==> src/rtl/sdrc_wb_pkg.sv <==
// Shared types and constants for the sdrc Wishbone arbiter.
package sdrc_wb_pkg;

  typedef enum logic [1:0] {
    StIdle,
    StOwn,
    StErr,
    StDrain
  } arb_state_t;

  localparam logic [2:0] CTI_CLASSIC = 3'b000;
  localparam logic [2:0] CTI_INCR    = 3'b010;
  localparam logic [2:0] CTI_EOB     = 3'b111;

endpackage

==> src/rtl/sdrc_wb_arbiter_rr_pick.sv <==
// Combinational round-robin priority encoder: first requester at or above ptr, wrapping.
module rr_pick #(
  parameter int unsigned NUM_M = 2
) (
  input  logic [NUM_M-1:0]         req,
  input  logic [$clog2(NUM_M)-1:0] ptr,
  output logic [$clog2(NUM_M)-1:0] idx,
  output logic                     valid
);

  localparam int unsigned IW = $clog2(NUM_M);

  logic [IW-1:0] cand;

  always_comb begin
    idx   = '0;
    valid = 1'b0;
    cand  = '0;
    // Scan offsets from farthest to nearest so the nearest requester overwrites the rest.
    for (int i = NUM_M - 1; i >= 0; i--) begin
      cand = IW'((int'(ptr) + i) % NUM_M);
      if (req[cand]) begin
        idx   = cand;
        valid = 1'b1;
      end
    end
  end

endmodule

==> src/rtl/sdrc_wb_arbiter.sv <==
// Round-robin Wishbone arbiter with a per-transfer ack watchdog in front of sdrc_top.
module sdrc_wb_arbiter
  import sdrc_wb_pkg::*;
#(
  parameter int unsigned NUM_M   = 2,
  parameter int unsigned AW      = 26,
  parameter int unsigned DW      = 32,
  parameter int unsigned TIMEOUT = 1024
) (
  input  logic               wb_clk_i,
  input  logic               resetn,
  input  logic [NUM_M-1:0]   m_cyc_i,
  input  logic [NUM_M-1:0]   m_stb_i,
  input  logic [NUM_M-1:0]   m_we_i,
  input  logic [NUM_M*AW-1:0] m_addr_i,
  input  logic [NUM_M*DW-1:0] m_dat_i,
  input  logic [NUM_M*4-1:0] m_sel_i,
  input  logic [NUM_M*3-1:0] m_cti_i,
  output logic [DW-1:0]      m_dat_o,
  output logic [NUM_M-1:0]   m_ack_o,
  output logic [NUM_M-1:0]   m_err_o,
  output logic               s_cyc_o,
  output logic               s_stb_o,
  output logic               s_we_o,
  output logic [AW-1:0]      s_addr_o,
  output logic [DW-1:0]      s_dat_o,
  output logic [3:0]         s_sel_o,
  output logic [2:0]         s_cti_o,
  input  logic [DW-1:0]      s_dat_i,
  input  logic               s_ack_i,
  output logic [NUM_M-1:0]   grant_o,
  output logic               timeout_o
);

  localparam int unsigned IW = $clog2(NUM_M);
  localparam int unsigned CW = (TIMEOUT > 0) ? $clog2(TIMEOUT + 1) : 1;
  localparam logic [CW-1:0] CNT_LAST = CW'(TIMEOUT - 1);

  arb_state_t    state_q, state_d;
  logic [IW-1:0] owner_q, owner_d;
  logic [IW-1:0] rr_q, rr_d;
  logic [CW-1:0] cnt_q, cnt_d;
  logic [IW-1:0] pick_idx;
  logic          pick_valid;
  logic [IW-1:0] owner_next;
  logic          own;
  logic          owner_cyc;
  logic          fire;

  rr_pick #(
    .NUM_M(NUM_M)
  ) u_rr_pick (
    .req  (m_cyc_i),
    .ptr  (rr_q),
    .idx  (pick_idx),
    .valid(pick_valid)
  );

  assign own        = (state_q == StOwn);
  assign owner_cyc  = m_cyc_i[owner_q];
  assign owner_next = (owner_q == IW'(NUM_M - 1)) ? '0 : owner_q + 1'b1;
  assign fire       = (TIMEOUT != 0) && own && s_stb_o && !s_ack_i && (cnt_q == CNT_LAST);
  assign m_dat_o    = s_dat_i;
  assign timeout_o  = (state_q == StErr);

  always_comb begin
    s_cyc_o  = 1'b0;
    s_stb_o  = 1'b0;
    s_we_o   = 1'b0;
    s_addr_o = '0;
    s_dat_o  = '0;
    s_sel_o  = '0;
    s_cti_o  = '0;
    m_ack_o  = '0;
    m_err_o  = '0;
    grant_o  = '0;
    if (own) begin
      s_cyc_o           = m_cyc_i[owner_q];
      s_stb_o           = m_stb_i[owner_q];
      s_we_o            = m_we_i[owner_q];
      s_addr_o          = m_addr_i[owner_q*AW +: AW];
      s_dat_o           = m_dat_i[owner_q*DW +: DW];
      s_sel_o           = m_sel_i[owner_q*4 +: 4];
      s_cti_o           = m_cti_i[owner_q*3 +: 3];
      m_ack_o[owner_q]  = s_ack_i;
    end
    if (state_q == StErr) begin
      m_err_o[owner_q] = 1'b1;
    end
    if (state_q != StIdle) begin
      grant_o[owner_q] = 1'b1;
    end
  end

  always_comb begin
    state_d = state_q;
    owner_d = owner_q;
    rr_d    = rr_q;
    unique case (state_q)
      StIdle: begin
        if (pick_valid) begin
          state_d = StOwn;
          owner_d = pick_idx;
        end
      end
      StOwn: begin
        // A dropped cyc beats a watchdog expiry in the same cycle.
        if (!owner_cyc) begin
          state_d = StIdle;
          rr_d    = owner_next;
        end else if (fire) begin
          state_d = StErr;
        end
      end
      StErr: state_d = StDrain;
      StDrain: begin
        if (!owner_cyc) begin
          state_d = StIdle;
          rr_d    = owner_next;
        end
      end
      default: state_d = StIdle;
    endcase
    cnt_d = (own && (state_d == StOwn) && s_stb_o && !s_ack_i) ? cnt_q + 1'b1 : '0;
  end

  always_ff @(posedge wb_clk_i or negedge resetn) begin
    if (!resetn) begin
      state_q <= StIdle;
      owner_q <= '0;
      rr_q    <= '0;
      cnt_q   <= '0;
    end else begin
      state_q <= state_d;
      owner_q <= owner_d;
      rr_q    <= rr_d;
      cnt_q   <= cnt_d;
    end
  end

endmodule

==> config.mk <==
export PLATFORM = sky130hd
export DESIGN_NAME = sdrc_wb_arbiter
export DESIGN_NICKNAME = d
export VERILOG_FILES = /design/src/rtl/sdrc_wb_pkg.sv /design/src/rtl/sdrc_wb_arbiter_rr_pick.sv /design/src/rtl/sdrc_wb_arbiter.sv
export SDC_FILE = /design/constraint.sdc
export NUM_CORES = 1
export LEC_CHECK = 0
export CAP_MARGIN = 10
export CORE_AREA = 2 2 107 109
export DETAILED_ROUTE_END_ITERATION = 7
export DIE_AREA = 0 0 109 111
export PLACE_DENSITY = 0.74
export SLEW_MARGIN = 10
export SYNTH_ARGS = -nofsm -noshare
export SYNTH_HDL_FRONTEND = slang
export SYNTH_SLANG_ARGS = --single-unit
export TNS_END_PERCENT = 30
==> constraint.sdc <==
create_clock -name wb_clk_i -period 1.9 [get_ports wb_clk_i]
set_input_delay 0.19 -clock wb_clk_i [delete_from_list [all_inputs] [get_ports wb_clk_i]]
set_output_delay 0.19 -clock wb_clk_i [all_outputs]
set_load 0.05 [all_outputs]
==> impl_results.md <==
* Routability cong. at roughly 0.83
* Final worst path period share at between 90% and 100%
* Wire per inst at between 15 and 20 um
* DR vias at about 2500
* Port bufs at around 210
* Die W at roughly 110 um
* Placement Rows at 39
* Drt total wl at 9198 um
* Total core area at around 11000 um2
* Mapped cell area at 2088 um2
* Post-DP HPWL at roughly 8100 um
* Fin nets at 610
* Hold WS at between 300 and 400 ps
* I/O pins at approximately 280
* First-pass GRT wire length at 13740 um
* Post-CTS Resized at 0
* CP Class: flop to primary output
* Final antenna-violating net count at 0
* Layout fillers at roughly 1000
* CTS tree: done
* Grt total ovfl at 0
* Via-to-Cell Ratio at about 4.4
* Skew final at about 2.8 ps
* Number of synthesis warnings at 0
* Hold-fix buffers, CTS at 0
* CTS max path bufs at 2
* Residual DRC count at 0
* Die height at roughly 110 um
* Initial antenna violation count at 0
* #FFs+latches synth at 15
* Largest cells by area after synthesis: mux2i_1 (33%), dfrtp_1 (18%), nor2_1 (13%), buf_4 (13%), a211oi_2 (3.0%)
* Worst-margin pin slew at between 600 and 700 ps
* Leading area contributor after synthesis: mux2i_1
* Synth top area share at approximately a third
* Share of cells above drive strength 1 at 23.11%
* Final setup fails at 0
* Startpoint Class: flop
* Max-cap violation count at 0
* Clock root cell: clkbuf_16
* Total GRT Usage at 14.62%
* CTS clk-pin slew, worst paths at 50 ps
* TritonCTS buffer count at 3
* Initial Util at a little under a fifth
* Rel. slew slack at a little over half
* Post-synthesis sequential area ratio at between 15 and 20%
* Largest net degree at the start of global routing at between 60 and 70
* Initial DRC Count at 52
* RSZ-0062 raised after global routing: no
* Mapped Cells at between 200 and 300
* Pleak at 0.002149 uW
* Area of the die at approximately 12000 um2
* Worst setup EP type: primary output
* CP Max Fanout at 68
* Pre-antenna DRT Iters at 4
* Power Density at 1165 nW/um2
* HP Class: input port to asynchronous set/reset pin
* Area growth syn-to-layout at 137.7%
* Clock sink count at 15
* Tmin final at approximately 1800 ps
* Syn Area/Cell at around 8 um2
* Final hold violation count at 0
* Maximum clock frequency at around 550 MHz
* Status: finished, final reports clean
* H-tree depth at 1
* Post-CTS Setup Bufs at 0
* Syn nets at 437
* Antenna Cells at 0
* Yosys cell types at 32
* Final Max Slew Viols at 0
* Worst VDD drop at slightly below 0.9 mV
* CP Data Arrival Time at ~1600 ps
* Clock Latency Late Sink at approximately 250 ps
* Setup TNS Final at 0 ps
* WP data required at 1710 ps
* Via count of the first global-routing pass at roughly 2600
[cells in the mapped netlist]
cell type	number
and4b_1	1
buf_2	9
nor3b_1	2
buf_4	35
clkbuf_1	7
buf_6	1
nand3_1	4
nor4_2	1
mux2i_1	68
xnor2_1	1
nor2_1	71
or3_1	3
nor3_1	2
nor3_2	4
a211oi_2	5
a21oi_1	3
xor2_1	2
nor2b_1	3
nand4_1	2
o21ai_0	5
nand2b_1	1
a31oi_1	1
nand2_1	4
or4_1	2
a21boi_0	2
o31ai_1	3
inv_1	4
a31o_2	1
ha_1	1
dfrtp_1	15
a2111o_1	1
and2_1	1
[per-stage QoR]
stage	std cells	area, um2	util (%)	power [uW]	worst slack, ps
2_1_floorplan	265	2098	-	3132	-15.81
3_3_place_gp	576	4886	44.11	5369	113.3
3_5_place_dp	576	4886	44.11	5415	32.19
4_1_cts	580	4965	44.82	5837	99.48
5_1_grt	580	4965	44.82	6003	27.82
6_report	580	4965	44.82	5785	92.96
[final cells by class]
| class | count | area, um2 | share of cell area [%] |
|---|---|---|---|
| well taps | 143 | 178.9 | 3.604 |
| clock buffers | 4 | 78.83 | 1.588 |
| repair buffers | 220 | 2948 | 59.38 |
| multi-input cells | 194 | 1365 | 27.49 |
| flip-flops and latches | 15 | 379.1 | 7.636 |
| inverters | 4 | 15.01 | 0.3024 |
[critical path: stages, from the launching register on]
cell and delay (ps):
dfrtp_1 420, nand2b_2 250, buf_12 200, nor2_1 260, buf_12 180
[cells by family (layout without fill, tap and decap cells)]
logic type	count (synthesis)	count (layout)	synth area share [%]
AOI/OAI and AO/OA	21	21	7.968
xor gates and xnor gates	3	3	1.258
adders and majority gates	1	1	0.5991
buffers and inverters	56	228	17.26
DFF	15	15	17.97
muxes	68	68	32.59
and+or+nand+nor	101	101	22.35
[registers in the layout, summed over array words and instances, names as in the netlist]
name and count:
rr_q 1, owner_q 1, cnt_q 11, state_q 2
[power by group]
| group | internal [uW] | switching (uW) |
|---|---|---|
| registers | 355 | 41.9 |
| clock network | 284 | 131 |
| logic | 2300 | 2670 |
| total | 2940 | 2840 |
[cell usage in the layout (no fill, tap or decap)]
cell type | netlist | final
a2111o_1 | 1 | 1
a211oi_2 | 5 | 5
a21boi_0 | 2 | 2
a21oi_1 | 3 | 3
a31o_2 | 1 | 1
a31oi_1 | 1 | 1
and2_1 | 1 | 1
and4b_1 | 1 | 1
buf_12 | 0 | 76
buf_4 | 35 | 6
clkbuf_1 | 7 | 1
clkbuf_16 | 0 | 3
clkdlybuf4s50_1 | 0 | 138
dfrtp_1 | 15 | 14
dfrtp_4 | 0 | 1
ha_1 | 1 | 1
inv_1 | 4 | 4
mux2i_1 | 68 | 68
nand2_1 | 4 | 4
nand2b_2 | 0 | 1
nand3_1 | 4 | 4
nand4_1 | 2 | 2
nor2_1 | 71 | 71
nor2b_1 | 3 | 1
nor2b_2 | 0 | 2
nor3_1 | 2 | 2
nor3_2 | 4 | 4
nor3b_1 | 2 | 1
nor3b_2 | 0 | 1
nor4_2 | 1 | 1
o21ai_0 | 5 | 5
o31ai_1 | 3 | 3
or3_1 | 3 | 3
or4_1 | 2 | 2
xnor2_1 | 1 | 1
xor2_1 | 2 | 2
[metal layers]
layer	track usage (%)	vias to the layer above	routed length, um
met1	17.21	1183	3574
met4	3.761	0	145
met5	0	-	0
li1	-	1216	-
met2	24.93	126	4518
met3	5.173	17	959
[final timing paths]
kind                             start          end  slack (ps)  cells after the start
setup reg to reg              cnt_q[0]     cnt_q[1]         150                      5
setup / recovery            state_q[1]  s_dat_o[26]          90                      4
min in group wb_clk_i      s_dat_i[23]  m_dat_o[23]         380                      0
hold / removal                  resetn     cnt_q[9]         360                      1
hold reg to reg               cnt_q[0]     cnt_q[0]         510                      1
max in group asynchronous       resetn      owner_q        1020                      1
(Power assumes the default switching activity.)
